[src/rtl/arm_ctrl_pkg.sv]
// Shared types and encodings for the multicycle ARM control unit.
// Holds the FSM state enum, datapath select encodings and the instruction
// field codes (op, cmd, cond) used by the controller and condition checker.
package arm_ctrl_pkg;

  typedef enum logic [3:0] {
    FETCH  = 4'd0,
    DECODE = 4'd1,
    MEMADR = 4'd2,
    MEMRD  = 4'd3,
    MEMWB  = 4'd4,
    MEMWR  = 4'd5,
    EXECR  = 4'd6,
    EXECI  = 4'd7,
    ALUWB  = 4'd8,
    BRANCH = 4'd9
  } state_t;

  // ALUSrcB select
  localparam logic [1:0] SRCB_REG  = 2'b00;
  localparam logic [1:0] SRCB_IMM  = 2'b01;
  localparam logic [1:0] SRCB_FOUR = 2'b10;

  // ResultSrc select
  localparam logic [1:0] RES_ALUOUT = 2'b00;
  localparam logic [1:0] RES_DATA   = 2'b01;
  localparam logic [1:0] RES_ALURES = 2'b10;

  // op field
  localparam logic [1:0] OP_DP    = 2'b00;
  localparam logic [1:0] OP_MEM   = 2'b01;
  localparam logic [1:0] OP_BR    = 2'b10;
  localparam logic [1:0] OP_UNDEF = 2'b11;

  // data-processing cmd field
  localparam logic [3:0] CMD_AND = 4'b0000;
  localparam logic [3:0] CMD_SUB = 4'b0010;
  localparam logic [3:0] CMD_ADD = 4'b0100;
  localparam logic [3:0] CMD_CMP = 4'b1010;
  localparam logic [3:0] CMD_ORR = 4'b1100;

  // condition field
  localparam logic [3:0] COND_EQ = 4'b0000;
  localparam logic [3:0] COND_NE = 4'b0001;
  localparam logic [3:0] COND_CS = 4'b0010;
  localparam logic [3:0] COND_CC = 4'b0011;
  localparam logic [3:0] COND_MI = 4'b0100;
  localparam logic [3:0] COND_PL = 4'b0101;
  localparam logic [3:0] COND_VS = 4'b0110;
  localparam logic [3:0] COND_VC = 4'b0111;
  localparam logic [3:0] COND_HI = 4'b1000;
  localparam logic [3:0] COND_LS = 4'b1001;
  localparam logic [3:0] COND_GE = 4'b1010;
  localparam logic [3:0] COND_LT = 4'b1011;
  localparam logic [3:0] COND_GT = 4'b1100;
  localparam logic [3:0] COND_LE = 4'b1101;
  localparam logic [3:0] COND_AL = 4'b1110;

endpackage

[src/rtl/arm_multicycle_ctrl_cond_check.sv]
// ARM condition-code evaluator (combinational).
// Ports: cond[3:0] instruction condition field, flags[3:0] NZCV,
//        CondEx = 1 when the instruction should take effect.
module cond_check
  import arm_ctrl_pkg::*;
(
  input  logic [3:0] cond,
  input  logic [3:0] flags,
  output logic       CondEx
);

  logic n, z, c, v;
  assign {n, z, c, v} = flags;

  always_comb begin
    CondEx = 1'b1;
    case (cond)
      COND_EQ: CondEx = z;
      COND_NE: CondEx = ~z;
      COND_CS: CondEx = c;
      COND_CC: CondEx = ~c;
      COND_MI: CondEx = n;
      COND_PL: CondEx = ~n;
      COND_VS: CondEx = v;
      COND_VC: CondEx = ~v;
      COND_HI: CondEx = c & ~z;
      COND_LS: CondEx = ~c | z;
      COND_GE: CondEx = (n == v);
      COND_LT: CondEx = (n != v);
      COND_GT: CondEx = ~z & (n == v);
      COND_LE: CondEx = z | (n != v);
      default: CondEx = 1'b1;  // AL and 1111
    endcase
  end

endmodule

[src/rtl/arm_multicycle_ctrl.sv]
// Main control FSM for the multicycle ARM core: sequences fetch/decode/
// execute/memory/writeback and owns the NZCV flags and per-instruction condition.
// Ports: clk, rst_n, Instr[31:12], ALUFlags in; write enables, datapath
//        selects, ImmSrc/RegSrc/ALUControl, Flags and debug State out.
module arm_multicycle_ctrl
  import arm_ctrl_pkg::*;
(
  input  logic         clk,
  input  logic         rst_n,
  input  logic [31:12] Instr,
  input  logic [3:0]   ALUFlags,
  output logic         PCWrite,
  output logic         MemWrite,
  output logic         RegWrite,
  output logic         IRWrite,
  output logic         AdrSrc,
  output logic         ALUSrcA,
  output logic [1:0]   ALUSrcB,
  output logic [1:0]   ResultSrc,
  output logic [1:0]   ImmSrc,
  output logic [1:0]   RegSrc,
  output logic [1:0]   ALUControl,
  output logic [3:0]   Flags,
  output logic [3:0]   State
);

  state_t      state_q, state_d;
  logic [3:0]  flags_q;
  logic        cond_q;
  logic        cond_ex;

  logic [1:0]  op;
  logic        i_bit, s_bit;
  logic [3:0]  cmd, rd;
  logic        unused_rn;

  assign op        = Instr[27:26];
  assign i_bit     = Instr[25];
  assign cmd       = Instr[24:21];
  assign s_bit     = Instr[20];
  assign rd        = Instr[15:12];
  assign unused_rn = ^Instr[19:16];

  cond_check u_cond_check (
    .cond   (Instr[31:28]),
    .flags  (flags_q),
    .CondEx (cond_ex)
  );

  // ALU operation and whether the command writes a destination register
  logic [1:0] alu_ctl;
  logic       dp_wr;
  always_comb begin
    alu_ctl = 2'b00;
    dp_wr   = 1'b0;
    case (cmd)
      CMD_ADD: begin alu_ctl = 2'b00; dp_wr = 1'b1; end
      CMD_SUB: begin alu_ctl = 2'b01; dp_wr = 1'b1; end
      CMD_AND: begin alu_ctl = 2'b10; dp_wr = 1'b1; end
      CMD_ORR: begin alu_ctl = 2'b11; dp_wr = 1'b1; end
      CMD_CMP: begin alu_ctl = 2'b01; dp_wr = 1'b0; end
      default: begin alu_ctl = 2'b00; dp_wr = 1'b0; end
    endcase
  end

  // Flags are written on the last edge of EXECR/EXECI; CMP always sets them.
  logic flag_en, flag_all, flag_nz;
  assign flag_en  = ((state_q == EXECR) || (state_q == EXECI)) && cond_q &&
                    (s_bit || (cmd == CMD_CMP));
  assign flag_all = flag_en && ((cmd == CMD_ADD) || (cmd == CMD_SUB) || (cmd == CMD_CMP));
  assign flag_nz  = flag_en && ((cmd == CMD_AND) || (cmd == CMD_ORR));

  always_ff @(posedge clk or negedge rst_n) begin
    if (!rst_n) begin
      state_q <= FETCH;
      flags_q <= 4'b0000;
      cond_q  <= 1'b0;
    end else begin
      state_q <= state_d;
      if (flag_all)
        flags_q <= ALUFlags;
      else if (flag_nz)
        flags_q <= {ALUFlags[3:2], flags_q[1:0]};
      // Condition is frozen for the rest of the instruction
      if (state_q == DECODE)
        cond_q <= cond_ex;
    end
  end

  always_comb begin
    state_d = FETCH;
    case (state_q)
      FETCH:  state_d = DECODE;
      DECODE: begin
        case (op)
          OP_DP:   state_d = i_bit ? EXECI : EXECR;
          OP_MEM:  state_d = MEMADR;
          OP_BR:   state_d = BRANCH;
          default: state_d = FETCH;
        endcase
      end
      MEMADR: state_d = s_bit ? MEMRD : MEMWR;
      MEMRD:  state_d = MEMWB;
      EXECR:  state_d = ALUWB;
      EXECI:  state_d = ALUWB;
      default: state_d = FETCH;
    endcase
  end

  logic pcw_raw, mw_raw, rw_raw, irw_raw;
  always_comb begin
    pcw_raw    = 1'b0;
    mw_raw     = 1'b0;
    rw_raw     = 1'b0;
    irw_raw    = 1'b0;
    AdrSrc     = 1'b0;
    ALUSrcA    = 1'b0;
    ALUSrcB    = SRCB_REG;
    ResultSrc  = RES_ALUOUT;
    ALUControl = 2'b00;
    case (state_q)
      FETCH: begin
        irw_raw   = 1'b1;
        pcw_raw   = 1'b1;
        ALUSrcA   = 1'b1;
        ALUSrcB   = SRCB_FOUR;
        ResultSrc = RES_ALURES;
      end
      DECODE: begin
        ALUSrcA   = 1'b1;
        ALUSrcB   = SRCB_FOUR;
        ResultSrc = RES_ALURES;
      end
      MEMADR: ALUSrcB = SRCB_IMM;
      MEMRD:  AdrSrc  = 1'b1;
      MEMWB: begin
        ResultSrc = RES_DATA;
        rw_raw    = cond_q;
      end
      MEMWR: begin
        AdrSrc = 1'b1;
        mw_raw = cond_q;
      end
      EXECR: ALUControl = alu_ctl;
      EXECI: begin
        ALUSrcB    = SRCB_IMM;
        ALUControl = alu_ctl;
      end
      ALUWB: begin
        rw_raw  = cond_q & dp_wr;
        pcw_raw = cond_q & (rd == 4'hF);
      end
      BRANCH: begin
        ALUSrcB   = SRCB_IMM;
        ResultSrc = RES_ALURES;
        pcw_raw   = cond_q;
      end
      default: ;
    endcase
  end

  // Reset holds the FSM in FETCH, whose PC/IR writes must not fire.
  assign PCWrite  = pcw_raw & rst_n;
  assign MemWrite = mw_raw  & rst_n;
  assign RegWrite = rw_raw  & rst_n;
  assign IRWrite  = irw_raw & rst_n;

  assign ImmSrc = op;
  assign RegSrc = {(op == OP_MEM), (op == OP_BR)};
  assign Flags  = flags_q;
  assign State  = state_q;

endmodule
[config.mk]
export PLATFORM = sky130hd
export DESIGN_NAME = arm_multicycle_ctrl
export DESIGN_NICKNAME = d
export VERILOG_FILES = /design/src/rtl/arm_ctrl_pkg.sv /design/src/rtl/arm_multicycle_ctrl_cond_check.sv /design/src/rtl/arm_multicycle_ctrl.sv
export SDC_FILE = /design/constraint.sdc
export NUM_CORES = 1
export LEC_CHECK = 0
export ABC_AREA = 1
export CAP_MARGIN = 5
export CORE_ASPECT_RATIO = 1.1
export CORE_MARGIN = 2
export CORE_UTILIZATION = 34
export CTS_BUF_LIST = sky130_fd_sc_hd__clkbuf_4 sky130_fd_sc_hd__clkbuf_8
export DETAILED_ROUTE_END_ITERATION = 7
export HOLD_SLACK_MARGIN = 0.02
export PLACE_DENSITY = 0.76
export SYNTH_ARGS = -nofsm -noshare
export SYNTH_HDL_FRONTEND = slang
export SYNTH_SLANG_ARGS = --single-unit
export TNS_END_PERCENT = 10
[constraint.sdc]
create_clock -name clk -period 1.25 [get_ports clk]
set_clock_uncertainty 0.1 [all_clocks]
set_input_delay 0.25 -clock clk [delete_from_list [all_inputs] [get_ports clk]]
set_output_delay 0.25 -clock clk [all_outputs]
set_load 0.005 [all_outputs]
==> results.md <==
* Vias in the first global route at between 1000 and 1500
* Most frequent cells in the layout: buf_4 (37), nand2_1 (36), inv_1 (19), clkdlybuf4s50_1 (16), nor2_1 (13)
* DR pass1 iterations at 4
* # setup viols final at 24
* Antenna cell count at 0
* Period utilisation layout at 142%
* Gate Count Post-Synth at approximately 140
* Syn_area_per_cell at roughly 6 sq um
* Vias at between 1000 and 1500
* Clock transition at the registers of the reported paths at approximately 0.060 ns
* DRC Markers at 0
* CP peak stage delay at 0.44 ns
* CP Class: reg2out
* CP Capture Type: output port
* Worst Path Max Fanout at 3
* Setup crit end: RegWrite
* Setup TNS at -7.66 ns
* Via/cell ratio at 4.91
* Reg2reg start: State[3]
* CP max-delay cell: dfrtp_2
* Die area at a little under 0.003 sq mm
* Total length of routed wires at 3.29 mm
* TritonCTS Buffers at 3
* Seq cells post-synth at 9
* DP Wirelength at 2.34 mm
* Cell-by-cell trace of the critical path: inv_2 -> nand2_4 -> nor3_4 -> buf_4 -> a21oi_2 -> nor2_1 -> buf_2
* Std-Cell Rows at 19
* Filler cells at between 200 and 250
* Placeable core area at approximately 0.0024 sq mm
* Final #Nets at approximately 260
* Pre-CTS setup slack at -0.954 ns
* Status: finished, violations left
* Slew HR at between 80% and 90%
* Max cap viols at 0
* Global-route wire length before repair at between 5 and 6 mm
* Pleak at 0.919 nW
* Synthesis-to-finish area growth at 102%
* Initial Util at 35.0%
* Total power at about 2.9 mW
* Leading cell type in the layout, fill and taps excluded: buf_4
* Layout cells sized above 1 at approximately 46%
* Die height at between 50 and 60 um
* Synth cell types at 25
* R2R Setup Slk at -0.25 ns
* Warnings, synthesis at 0
* CTS Root Cell: clkbuf_4
* Post-Syn Nets at approximately 170
* GP Congestion at between 0.8 and 0.9
* Fmax at between 500 and 600 MHz
* CP startpoint kind: register
* IO Port Bufs at 45
* CTS Hold Buffers Added at 0
* Initial antenna violation count at 0
* Worst Path Buf+Inv at 3
* Clock Path Buffers at 2
* WL per Instance at between 10 and 15 um
* Post-layout util at 70.8%
* CTS H-Tree Depth at 1
* Final Hold Fails at 0
* DRT iter0 DRCs at 29
* Fin worst setup slack at -0.522 ns
* Post-route ant nets at 0
* Violated checks: setup timing
* Unrepaired setup endpoints after global routing: true
* Worst hold-check path type: in2async
* Worst skew pair latency at between 0.2 and 0.3 ns
* Boundary Pins at 50
* Die width at slightly above 50 um
* Sinks on Clock Net at 9
* Crit path required time at roughly 0.90 ns
* Family with the most delay on the worst path: flip-flops
* Clock tree from TritonCTS: yes
* Worst-Margin Slew at 0.296 ns
* Worst Setup SP: State[3]
* Largest net degree at the start of global routing at 10
* Share of the yosys chip area belonging to registers at between 20% and 30%
* Min Clock Period, post-route at 1.77 ns
* Post-Syn Area at ~860 sq um
* R2r worst-path depth at 8
* GRT overflow at 0
* Slew Viols, Final at 0
* Worst EP arrival at between 1 and 1.5 ns
* PwrDens at 1660 mW/mm^2
* GRT Overall Usage at about a quarter
* Crit. path cell count at 7
* Crit Reg-Reg Endpoint: cond_q
* VDD IR max at 1.04 mV
[sequential cells by signal (all words and copies together), names as in the netlist]
name and count:
Flags 4, State 4, cond_q 1
[area by class of cell]
cell class	count	area, sq um	area share (%)
Timing Repair Buffer	88	734	42.4
Multi-Input combinational cell	104	603	34.8
Sequential cell	9	230	13.3
Inverter	25	96.3	5.56
Tap cell	31	38.8	2.24
Clock buffer	4	30.0	1.73
[routing by layer]
layer / part of all wire [%] / track usage, % / vias up
met2: 57 / 45.8 / 44
li1: - / - / 626
met1: 37 / 24.2 / 602
met3: 4.0 / 1.86 / 10
met5: 0 / 0 / -
met4: 2.4 / 12.8 / 0
[worst min-delay path by stage]
stage                           to  slack [ns]  startpoint  cells past startpoint
after global routing      State[2]        0.32       rst_n                      2
after detailed placement  Flags[1]        0.46    Flags[1]                      2
final                     State[0]        0.29       rst_n                      2
after CTS                 State[1]        0.30       rst_n                      2
after global placement    Flags[1]        0.45    Flags[1]                      2
after floorplan           Flags[0]       -0.15       rst_n                      0
[worst reg2reg max path, stage by stage (launching register included)]
cell and delay (ns):
dfrtp_2 0.44, buf_6 0.13, nor2_4 0.12, buf_6 0.12, nand2_1 0.10, a21oi_1 0.13
o21ai_0 0.11, inv_1 0.07, a21oi_1 0.07
[per-stage QoR]
stage	area (sq um)	hold slack, ns	cells
2_1_floorplan	893	-0.146	141
3_3_place_gp	1600	0.447	246
3_5_place_dp	1600	0.457	246
4_1_cts	1730	0.295	261
5_1_grt	1730	0.320	261
6_report	1730	0.292	261
[timing repair]
item                       CTS  global route
hold endpoints to repair     0             0
buffers inserted            11             0
setup endpoints to repair   31            29
resized for setup           83            17
pin swaps                    6             3
[cells by family after synthesis]
logic type             share of synthesized area, %
AOI/OAI and AO/OA                              15.5
buffers and inverters                          14.3
DFF                                            26.3
and+or+nand+nor                                43.9
[power by group]
group	switching, mW	internal (mW)
clock network	0.0985	0.144
logic	0.981	1.09
registers	0.151	0.412
total	1.23	1.65
[synth_stat cells, drive strengths merged]
master	instances	share of area (%)
a21oi	10	7.2
a31o	1	1.0
buf	3	3.1
dfrtp	9	26
inv	25	11
nand2	41	21
nand3	16	9.9
nand4	1	0.73
nor2	25	12
nor3	1	0.58
o211ai	2	1.8
o21ai	4	2.3
o22ai	2	2.2
o311ai	1	1.0
Note: power is estimated with default switching activity, not from simulation.
